===== config.mk =====
export PLATFORM = sky130hd
export DESIGN_NAME = trace_packet_decoder_flat
export DESIGN_NICKNAME = d
export VERILOG_FILES = /design/src/rtl/trace_packet_decoder_pkg.sv /design/src/rtl/trace_packet_decoder_if.sv /design/src/rtl/trace_packet_decoder_event_fifo.sv /design/src/rtl/trace_packet_decoder.sv /design/src/flat_wrapper.sv
export SDC_FILE = /design/constraint.sdc
export NUM_CORES = 1
export LEC_CHECK = 0
export CELL_PAD_IN_SITES_DETAIL_PLACEMENT = 0
export CELL_PAD_IN_SITES_GLOBAL_PLACEMENT = 1
export CORE_MARGIN = 2
export CORE_UTILIZATION = 50
export DETAILED_ROUTE_END_ITERATION = 10
export MAX_ROUTING_LAYER = met4
export PLACE_DENSITY = 0.74
export REMOVE_ABC_BUFFERS = 1
export SYNTH_ARGS = -nofsm -noshare
export SYNTH_HDL_FRONTEND = slang
export SYNTH_HIERARCHICAL = 1
export SYNTH_SLANG_ARGS = --single-unit
export TNS_END_PERCENT = 100

===== constraint.sdc =====
create_clock -name mclk -period 13.35 [get_ports mclk]
set_input_delay 1.335 -clock mclk [delete_from_list [all_inputs] [get_ports mclk]]
set_output_delay 1.335 -clock mclk [all_outputs]
set_load 0.02 [all_outputs]

===== src/rtl/trace_packet_decoder_pkg.sv =====
// Shared constants and types for the trace packet decoder: packet type codes,
// payload field positions and the packed event header layout.
package trace_pkg;

  localparam int ADDR_WIDTH    = 23;
  localparam int PAYLOAD_WIDTH = 23;

  typedef enum logic [1:0] {
    PKT_ADDR  = 2'b00,
    PKT_READ  = 2'b01,
    PKT_WRITE = 2'b10,
    PKT_TIME  = 2'b11
  } pkt_type_e;

  localparam int TS5_MSB  = 22;
  localparam int TS5_LSB  = 18;
  localparam int UBLB_MSB = 17;
  localparam int UBLB_LSB = 16;
  localparam int DATA_MSB = 15;
  localparam int DATA_LSB = 0;

  typedef struct packed {
    logic                  is_write;
    logic [ADDR_WIDTH-1:0] addr;
    logic [1:0]            ublb;
    logic [15:0]           data;
  } ev_hdr_t;

  localparam int EV_HDR_WIDTH = $bits(ev_hdr_t);

  function automatic logic [4:0] ts5_of(input logic [PAYLOAD_WIDTH-1:0] payload);
    return payload[TS5_MSB:TS5_LSB];
  endfunction

endpackage


===== src/rtl/trace_packet_decoder_if.sv =====
// Packet input stream and decoded-event valid/ready output of the trace decoder.
// master = tracer/consumer side, slave = decoder side.
interface trace_packet_decoder_if #(
  parameter int TIME_WIDTH = 32
);

  logic                                  packet_strobe;
  logic [1:0]                            packet_type;
  logic [trace_pkg::PAYLOAD_WIDTH-1:0]   packet_payload;

  logic                                  ev_valid;
  logic                                  ev_ready;
  logic                                  ev_is_write;
  logic [trace_pkg::ADDR_WIDTH-1:0]      ev_addr;
  logic [1:0]                            ev_ublb;
  logic [15:0]                           ev_data;
  logic [TIME_WIDTH-1:0]                 ev_time;

  modport master (
    output packet_strobe, packet_type, packet_payload, ev_ready,
    input  ev_valid, ev_is_write, ev_addr, ev_ublb, ev_data, ev_time
  );

  modport slave (
    input  packet_strobe, packet_type, packet_payload, ev_ready,
    output ev_valid, ev_is_write, ev_addr, ev_ublb, ev_data, ev_time
  );

endinterface


===== src/rtl/trace_packet_decoder_event_fifo.sv =====
// trace_event_fifo: synchronous first-word-fall-through FIFO for decoded events.
// A push while full is accepted only if the head leaves in the same cycle.
module trace_event_fifo #(
  parameter int WIDTH      = 74,
  parameter int DEPTH_LOG2 = 4
) (
  input  logic             mclk,
  input  logic             reset,
  input  logic             clear,
  input  logic             push,
  input  logic [WIDTH-1:0] push_data,
  input  logic             pop,
  output logic [WIDTH-1:0] head,
  output logic             empty,
  output logic             full,
  output logic             overflow
);

  localparam int DEPTH = 1 << DEPTH_LOG2;
  localparam logic [DEPTH_LOG2-1:0] PTR_ONE = DEPTH_LOG2'(1);

  logic [WIDTH-1:0]      mem [DEPTH];
  logic [DEPTH_LOG2-1:0] wr_ptr;
  logic [DEPTH_LOG2-1:0] rd_ptr;
  logic [DEPTH_LOG2:0]   count;
  logic                  do_push;
  logic                  do_pop;

  // count never exceeds DEPTH, so its MSB alone marks full
  assign empty    = (count == '0);
  assign full     = count[DEPTH_LOG2];
  assign do_pop   = pop && !empty;
  assign do_push  = push && (!full || do_pop);
  assign overflow = push && full && !do_pop;
  assign head     = mem[rd_ptr];

  always_ff @(posedge mclk) begin
    if (do_push && !clear) begin
      mem[wr_ptr] <= push_data;
    end
  end

  always_ff @(posedge mclk or posedge reset) begin
    if (reset) begin
      wr_ptr <= '0;
      rd_ptr <= '0;
      count  <= '0;
    end else if (clear) begin
      wr_ptr <= '0;
      rd_ptr <= '0;
      count  <= '0;
    end else begin
      if (do_push) begin
        wr_ptr <= wr_ptr + PTR_ONE;
      end
      if (do_pop) begin
        rd_ptr <= rd_ptr + PTR_ONE;
      end
      count <= count + (DEPTH_LOG2+1)'(do_push) - (DEPTH_LOG2+1)'(do_pop);
    end
  end

endmodule


===== src/rtl/trace_packet_decoder.sv =====
// Trace packet decoder: rebuilds absolute RAM-bus events from the tracer's packet
// stream and buffers them in an FWFT FIFO. Optional counters: TRACE_DECODER_STATS_EN.
module trace_packet_decoder
  import trace_pkg::*;
#(
  parameter int FIFO_DEPTH_LOG2 = 4,
  parameter int TIME_WIDTH      = 32
) (
  input  logic                   mclk,
  input  logic                   reset,
  input  logic                   clear,
  trace_packet_decoder_if.slave  pkt,
  output logic                   overflow
`ifdef TRACE_DECODER_STATS_EN
  ,
  output logic [31:0]            stat_reads,
  output logic [31:0]            stat_writes,
  output logic [15:0]            stat_drops
`endif
);

  localparam int EV_WIDTH = EV_HDR_WIDTH + TIME_WIDTH;
  localparam logic [ADDR_WIDTH-1:0] ADDR_ONE = ADDR_WIDTH'(1);

  logic [ADDR_WIDTH-1:0] cur_addr;
  logic [TIME_WIDTH-1:0] time_acc;
  logic [TIME_WIDTH-1:0] time_step;
  logic [TIME_WIDTH-1:0] time_next;
  logic                  is_word;

  logic                  push_q;
  ev_hdr_t               push_hdr_q;
  logic [TIME_WIDTH-1:0] push_time_q;

  logic [EV_WIDTH-1:0]   fifo_head;
  logic                  fifo_empty;
  logic                  fifo_full;
  logic                  fifo_ovf;
  logic                  fifo_pop;
  ev_hdr_t               head_hdr;

  always_comb begin
    time_step = '0;
    is_word   = 1'b0;
    if (pkt.packet_strobe) begin
      case (pkt.packet_type)
        PKT_READ, PKT_WRITE: begin
          time_step = TIME_WIDTH'(ts5_of(pkt.packet_payload));
          is_word   = 1'b1;
        end
        PKT_TIME: time_step = TIME_WIDTH'(pkt.packet_payload);
        default:  time_step = '0;
      endcase
    end
    time_next = time_acc + time_step;
  end

  // Word events carry the already-advanced time; the address steps after use.
  always_ff @(posedge mclk or posedge reset) begin
    if (reset) begin
      cur_addr    <= '0;
      time_acc    <= '0;
      push_q      <= 1'b0;
      push_hdr_q  <= '0;
      push_time_q <= '0;
    end else if (clear) begin
      cur_addr    <= '0;
      time_acc    <= '0;
      push_q      <= 1'b0;
      push_hdr_q  <= '0;
      push_time_q <= '0;
    end else begin
      push_q <= is_word;
      if (pkt.packet_strobe) begin
        time_acc <= time_next;
        if (pkt.packet_type == PKT_ADDR) begin
          cur_addr <= pkt.packet_payload;
        end
        if (is_word) begin
          push_hdr_q.is_write <= (pkt.packet_type == PKT_WRITE);
          push_hdr_q.addr     <= cur_addr;
          push_hdr_q.ublb     <= pkt.packet_payload[UBLB_MSB:UBLB_LSB];
          push_hdr_q.data     <= pkt.packet_payload[DATA_MSB:DATA_LSB];
          push_time_q         <= time_next;
          cur_addr            <= cur_addr + ADDR_ONE;
        end
      end
    end
  end

  assign fifo_pop = !fifo_empty && pkt.ev_ready;

  trace_event_fifo #(
    .WIDTH      (EV_WIDTH),
    .DEPTH_LOG2 (FIFO_DEPTH_LOG2)
  ) u_fifo (
    .mclk      (mclk),
    .reset     (reset),
    .clear     (clear),
    .push      (push_q),
    .push_data ({push_hdr_q, push_time_q}),
    .pop       (fifo_pop),
    .head      (fifo_head),
    .empty     (fifo_empty),
    .full      (fifo_full),
    .overflow  (fifo_ovf)
  );

  // Head fields are forced to zero while empty so stale RAM never shows.
  assign head_hdr        = ev_hdr_t'(fifo_head[EV_WIDTH-1:TIME_WIDTH]);
  assign pkt.ev_valid    = !fifo_empty;
  assign pkt.ev_is_write = fifo_empty ? 1'b0 : head_hdr.is_write;
  assign pkt.ev_addr     = fifo_empty ? '0   : head_hdr.addr;
  assign pkt.ev_ublb     = fifo_empty ? '0   : head_hdr.ublb;
  assign pkt.ev_data     = fifo_empty ? '0   : head_hdr.data;
  assign pkt.ev_time     = fifo_empty ? '0   : fifo_head[TIME_WIDTH-1:0];

  always_ff @(posedge mclk or posedge reset) begin
    if (reset) begin
      overflow <= 1'b0;
    end else if (clear) begin
      overflow <= 1'b0;
    end else if (fifo_ovf) begin
      overflow <= 1'b1;
    end
  end

  full_implies_valid_a: assert property (@(posedge mclk) disable iff (reset)
    fifo_full |-> pkt.ev_valid);

`ifdef TRACE_DECODER_STATS_EN
  always_ff @(posedge mclk or posedge reset) begin
    if (reset) begin
      stat_reads  <= '0;
      stat_writes <= '0;
      stat_drops  <= '0;
    end else if (clear) begin
      stat_reads  <= '0;
      stat_writes <= '0;
      stat_drops  <= '0;
    end else begin
      if (push_q && !push_hdr_q.is_write && (stat_reads != '1)) begin
        stat_reads <= stat_reads + 32'd1;
      end
      if (push_q && push_hdr_q.is_write && (stat_writes != '1)) begin
        stat_writes <= stat_writes + 32'd1;
      end
      if (fifo_ovf && (stat_drops != '1)) begin
        stat_drops <= stat_drops + 16'd1;
      end
    end
  end
`endif

endmodule

===== src/flat_wrapper.sv =====
// flat-port wrapper written by rule: the top's interface ports become plain ports
module trace_packet_decoder_flat import trace_pkg::*;
#(
  parameter int FIFO_DEPTH_LOG2 = 4,
  parameter int TIME_WIDTH      = 32
)
  (mclk, reset, clear, overflow, pkt_packet_strobe, pkt_packet_type, pkt_packet_payload, pkt_ev_ready, pkt_ev_valid, pkt_ev_is_write, pkt_ev_addr, pkt_ev_ublb, pkt_ev_data, pkt_ev_time);
  trace_packet_decoder_if #(.TIME_WIDTH(TIME_WIDTH)) pkt_i ();
  input  logic mclk;
  input  logic reset;
  input  logic clear;
  output logic overflow;
  input wire logic [$bits(pkt_i.packet_strobe)-1:0] pkt_packet_strobe;
  input wire logic [$bits(pkt_i.packet_type)-1:0] pkt_packet_type;
  input wire logic [$bits(pkt_i.packet_payload)-1:0] pkt_packet_payload;
  input wire logic [$bits(pkt_i.ev_ready)-1:0] pkt_ev_ready;
  output wire logic [$bits(pkt_i.ev_valid)-1:0] pkt_ev_valid;
  output wire logic [$bits(pkt_i.ev_is_write)-1:0] pkt_ev_is_write;
  output wire logic [$bits(pkt_i.ev_addr)-1:0] pkt_ev_addr;
  output wire logic [$bits(pkt_i.ev_ublb)-1:0] pkt_ev_ublb;
  output wire logic [$bits(pkt_i.ev_data)-1:0] pkt_ev_data;
  output wire logic [$bits(pkt_i.ev_time)-1:0] pkt_ev_time;
  assign pkt_i.packet_strobe = pkt_packet_strobe;
  assign pkt_i.packet_type = pkt_packet_type;
  assign pkt_i.packet_payload = pkt_packet_payload;
  assign pkt_i.ev_ready = pkt_ev_ready;
  assign pkt_ev_valid = pkt_i.ev_valid;
  assign pkt_ev_is_write = pkt_i.ev_is_write;
  assign pkt_ev_addr = pkt_i.ev_addr;
  assign pkt_ev_ublb = pkt_i.ev_ublb;
  assign pkt_ev_data = pkt_i.ev_data;
  assign pkt_ev_time = pkt_i.ev_time;
  trace_packet_decoder #(.FIFO_DEPTH_LOG2(FIFO_DEPTH_LOG2), .TIME_WIDTH(TIME_WIDTH)) u_core (.mclk(mclk), .reset(reset), .clear(clear), .pkt(pkt_i), .overflow(overflow));
endmodule

==> out/metrics.csv <==
metric,value,unit
TritonCTS buffer count,135,
max_cap viols,0,
DP HPWL,74300,microns
vias in the first global route,30400,
layout cells sized above 1,16.1,%
cell count after placement,4574,
Max Freq,0.147,GHz
CTS Sinks,1328,
die area,112000,sq um
routed vias,30100,
Hold Path Stages,2,
H-tree depth,4,
number of synthesized flops with an enable pin,1184,
nets,3366,
Die Wd,335,microns
"Avg Cell Area, Syn",17.1,sq um
CORE AREA,109000,sq um
synth unique cells,71,
final setup fails,0,
outcome,"complete, no violations",
Hold Startpoint,u_core/time_acc[15],
initial drt markers,3342,
"non-filler cells, final",4824,
IO Port Bufs,105,
Initial Util,50.4,%
VDD IR-drop max,0.0000998,V
CTS max path bufs,3,
first-pass GRT wire length,201000,microns
Final period util,51.1,%
DR vias/cell,6.24,
CP Data Required Time,12.02,ns
Synth area leaders,"edfxtp_1 65%, dfrtp_1 6.6%, mux4_2 6.1%",
power per cell area,162,nW/um^2
Clock Skew,0.0296,ns
Synth top cells by count,"1184 x edfxtp_1, 308 x mux2i_1, 245 x nand2_1, 148 x mux4_2, 144 x dfrtp_1",
setup bufs post-CTS,0,
DRT Wirelength,138000,microns
hold crit path type,flip-flop to flip-flop,
"FF+latch count, synth",1328,
"Hold Vio Cnt, Final",0,
Resize count post-CTS,0,
worst-margin pin slew,1.18,ns
synth warn,6,
initial antenna violation count,5,
"area leader, netlist",edfxtp_1,
Post-Synthesis Cells,3197,
Area Growth Syn to Fin,12.0,%
Tmin final,6.82,ns
Synth Flop Type,edfxtp_1,
gr ovfl total,0,
Crit path arrival time,5.49,ns
crit-path max FO,53,
max-slew violations,0,
CP Launch Type,flip-flop,
"Clk Latency, worst-skew pair",0.74,ns
share of the yosys chip area belonging to registers,71.5,%
FF-to-FF path depth,10,
post-route ant nets,0,
"FFs w/ async S/R, synth",10.8,%
critical path class,flip-flop to output pin,
TritonRoute pass-1 iters,6,
die height,335,microns
crit path launch,u_core/u_fifo/rd_ptr[1],
Static Leak,20.6,nW
Setup crit end kind,output pin,
GPL Wtd Cong,0.857,
largest net degree at the start of global routing,90,
Placement Rows,121,
RSZ-0062 raised after global routing,false,
RR Startpoint,u_core/u_fifo/count[2],
CTS Hold Bufs,0,
"Reg clk slew, reported paths",0.06,ns
Rel. slew slack,21.1,%
top-level I/O count,106,
setup TNS,0,ns
fin util,56.4,%
most common cell in the netlist,edfxtp_1,
GRT Total Usage,25.3,%
share of the synthesized area in the top cell type,64.9,%
WL per Instance,28.5,microns
CTS tree,yes,
CTS Root Cell,clkbuf_16,
remaining routing DRC violations,0,
mapped cell area,54800,sq um
==> layout by cell type, fill, tap and decap left out, types with 102 or more instances in the layout <==
cell type        instances
a21oi_1                102
a221oi_2               109
clkbuf_16              140
clkdlybuf4s50_1        104
dfrtp_1                140
edfxtp_1              1184
mux2i_1                308
mux4_2                 148
nand2_1                244
o21ai_0                138
==> per-layer routing <==
layer  vias to the layer above  global-route usage, %  wire length, microns
met5                         -                      -                     0
met4                         0                   7.72                  3900
met3                       258                   4.96                 10700
met2                      1239                   38.7                 64800
met1                     15700                   34.7                 58300
li1                      13000                      -                     -
==> flip-flops by register name (all words and copies together), names as in the netlist, 4 cells and up <==
name / cells
u_core/cur_addr: 23
u_core/push_hdr_q: 42
u_core/push_time_q: 32
u_core/time_acc: 32
u_core/u_fifo/count: 5
u_core/u_fifo/mem: 1184
u_core/u_fifo/rd_ptr: 4
u_core/u_fifo/wr_ptr: 4
==> critical path: stages (launching register included) <==
cell	delay, ns
dfrtp_4	1.09
buf_4	0.90
buf_4	0.84
mux4_2	0.37
a22oi_1	0.09
nand2_1	0.08
nor2b_1	0.53
clkdlybuf4s50_1	0.74
==> cells by family after synthesis <==
logic type / after synthesis / synth area share (%)
flip-flops: 1328 / 71.5
XOR/XNOR: 22 / 0.352
adder cells (fa/ha/maj): 39 / 0.919
AO/OA/AOI/OAI: 563 / 8.27
AND/OR/NAND/NOR: 563 / 4.90
buffers and inverters: 222 / 2.25
multiplexers: 460 / 11.8
==> cell type report <==
cell class              count  area [sq um]
clock inverters            73           693
inverters                  29           118
flip-flops and latches   1328         39200
repair buffers            156          1430
diodes                      2          5.00
multi-input cells        1647         14500
fillers                  8236         47400
clock buffers             175          3700
well taps                1414          1770
==> worst paths after layout <==
| path | to | slack (ns) |
|---|---|---|
| setup / recovery | pkt_ev_data[2] | 6.53 |
| hold / removal | u_core/time_acc[15] | 0.50 |
| setup reg to reg | u_core/u_fifo/mem[9][65] | 7.80 |
| hold reg to reg | u_core/time_acc[15] | 0.50 |
| max in group asynchronous | u_core/push_hdr_q[25] | 10.81 |
| min in group asynchronous | u_core/u_fifo/count[0] | 1.08 |
==> metrics by stage <==
stage	setup WS (ns)	power (mW)	hold slack, ns	area (sq um)
3_3_place_gp	7.28	6.28	0.482	56900
3_5_place_dp	7.27	6.31	0.486	56900
5_1_grt	6.23	10.3	0.530	61300
6_report	6.53	9.93	0.500	61400
4_1_cts	6.45	10.0	0.501	61300
2_1_floorplan	-4.42	6.33	0.456	53600
==> where the power goes <==
| part | internal [mW] | leakage [nW] | switching (mW) |
|---|---|---|---|
| combinational | 0.701 | 5.50 | 0.870 |
| sequential | 4.54 | 12.9 | 0.0991 |
| clock | 2.16 | 2.14 | 1.56 |
Note: power is estimated with default switching activity, not from simulation.
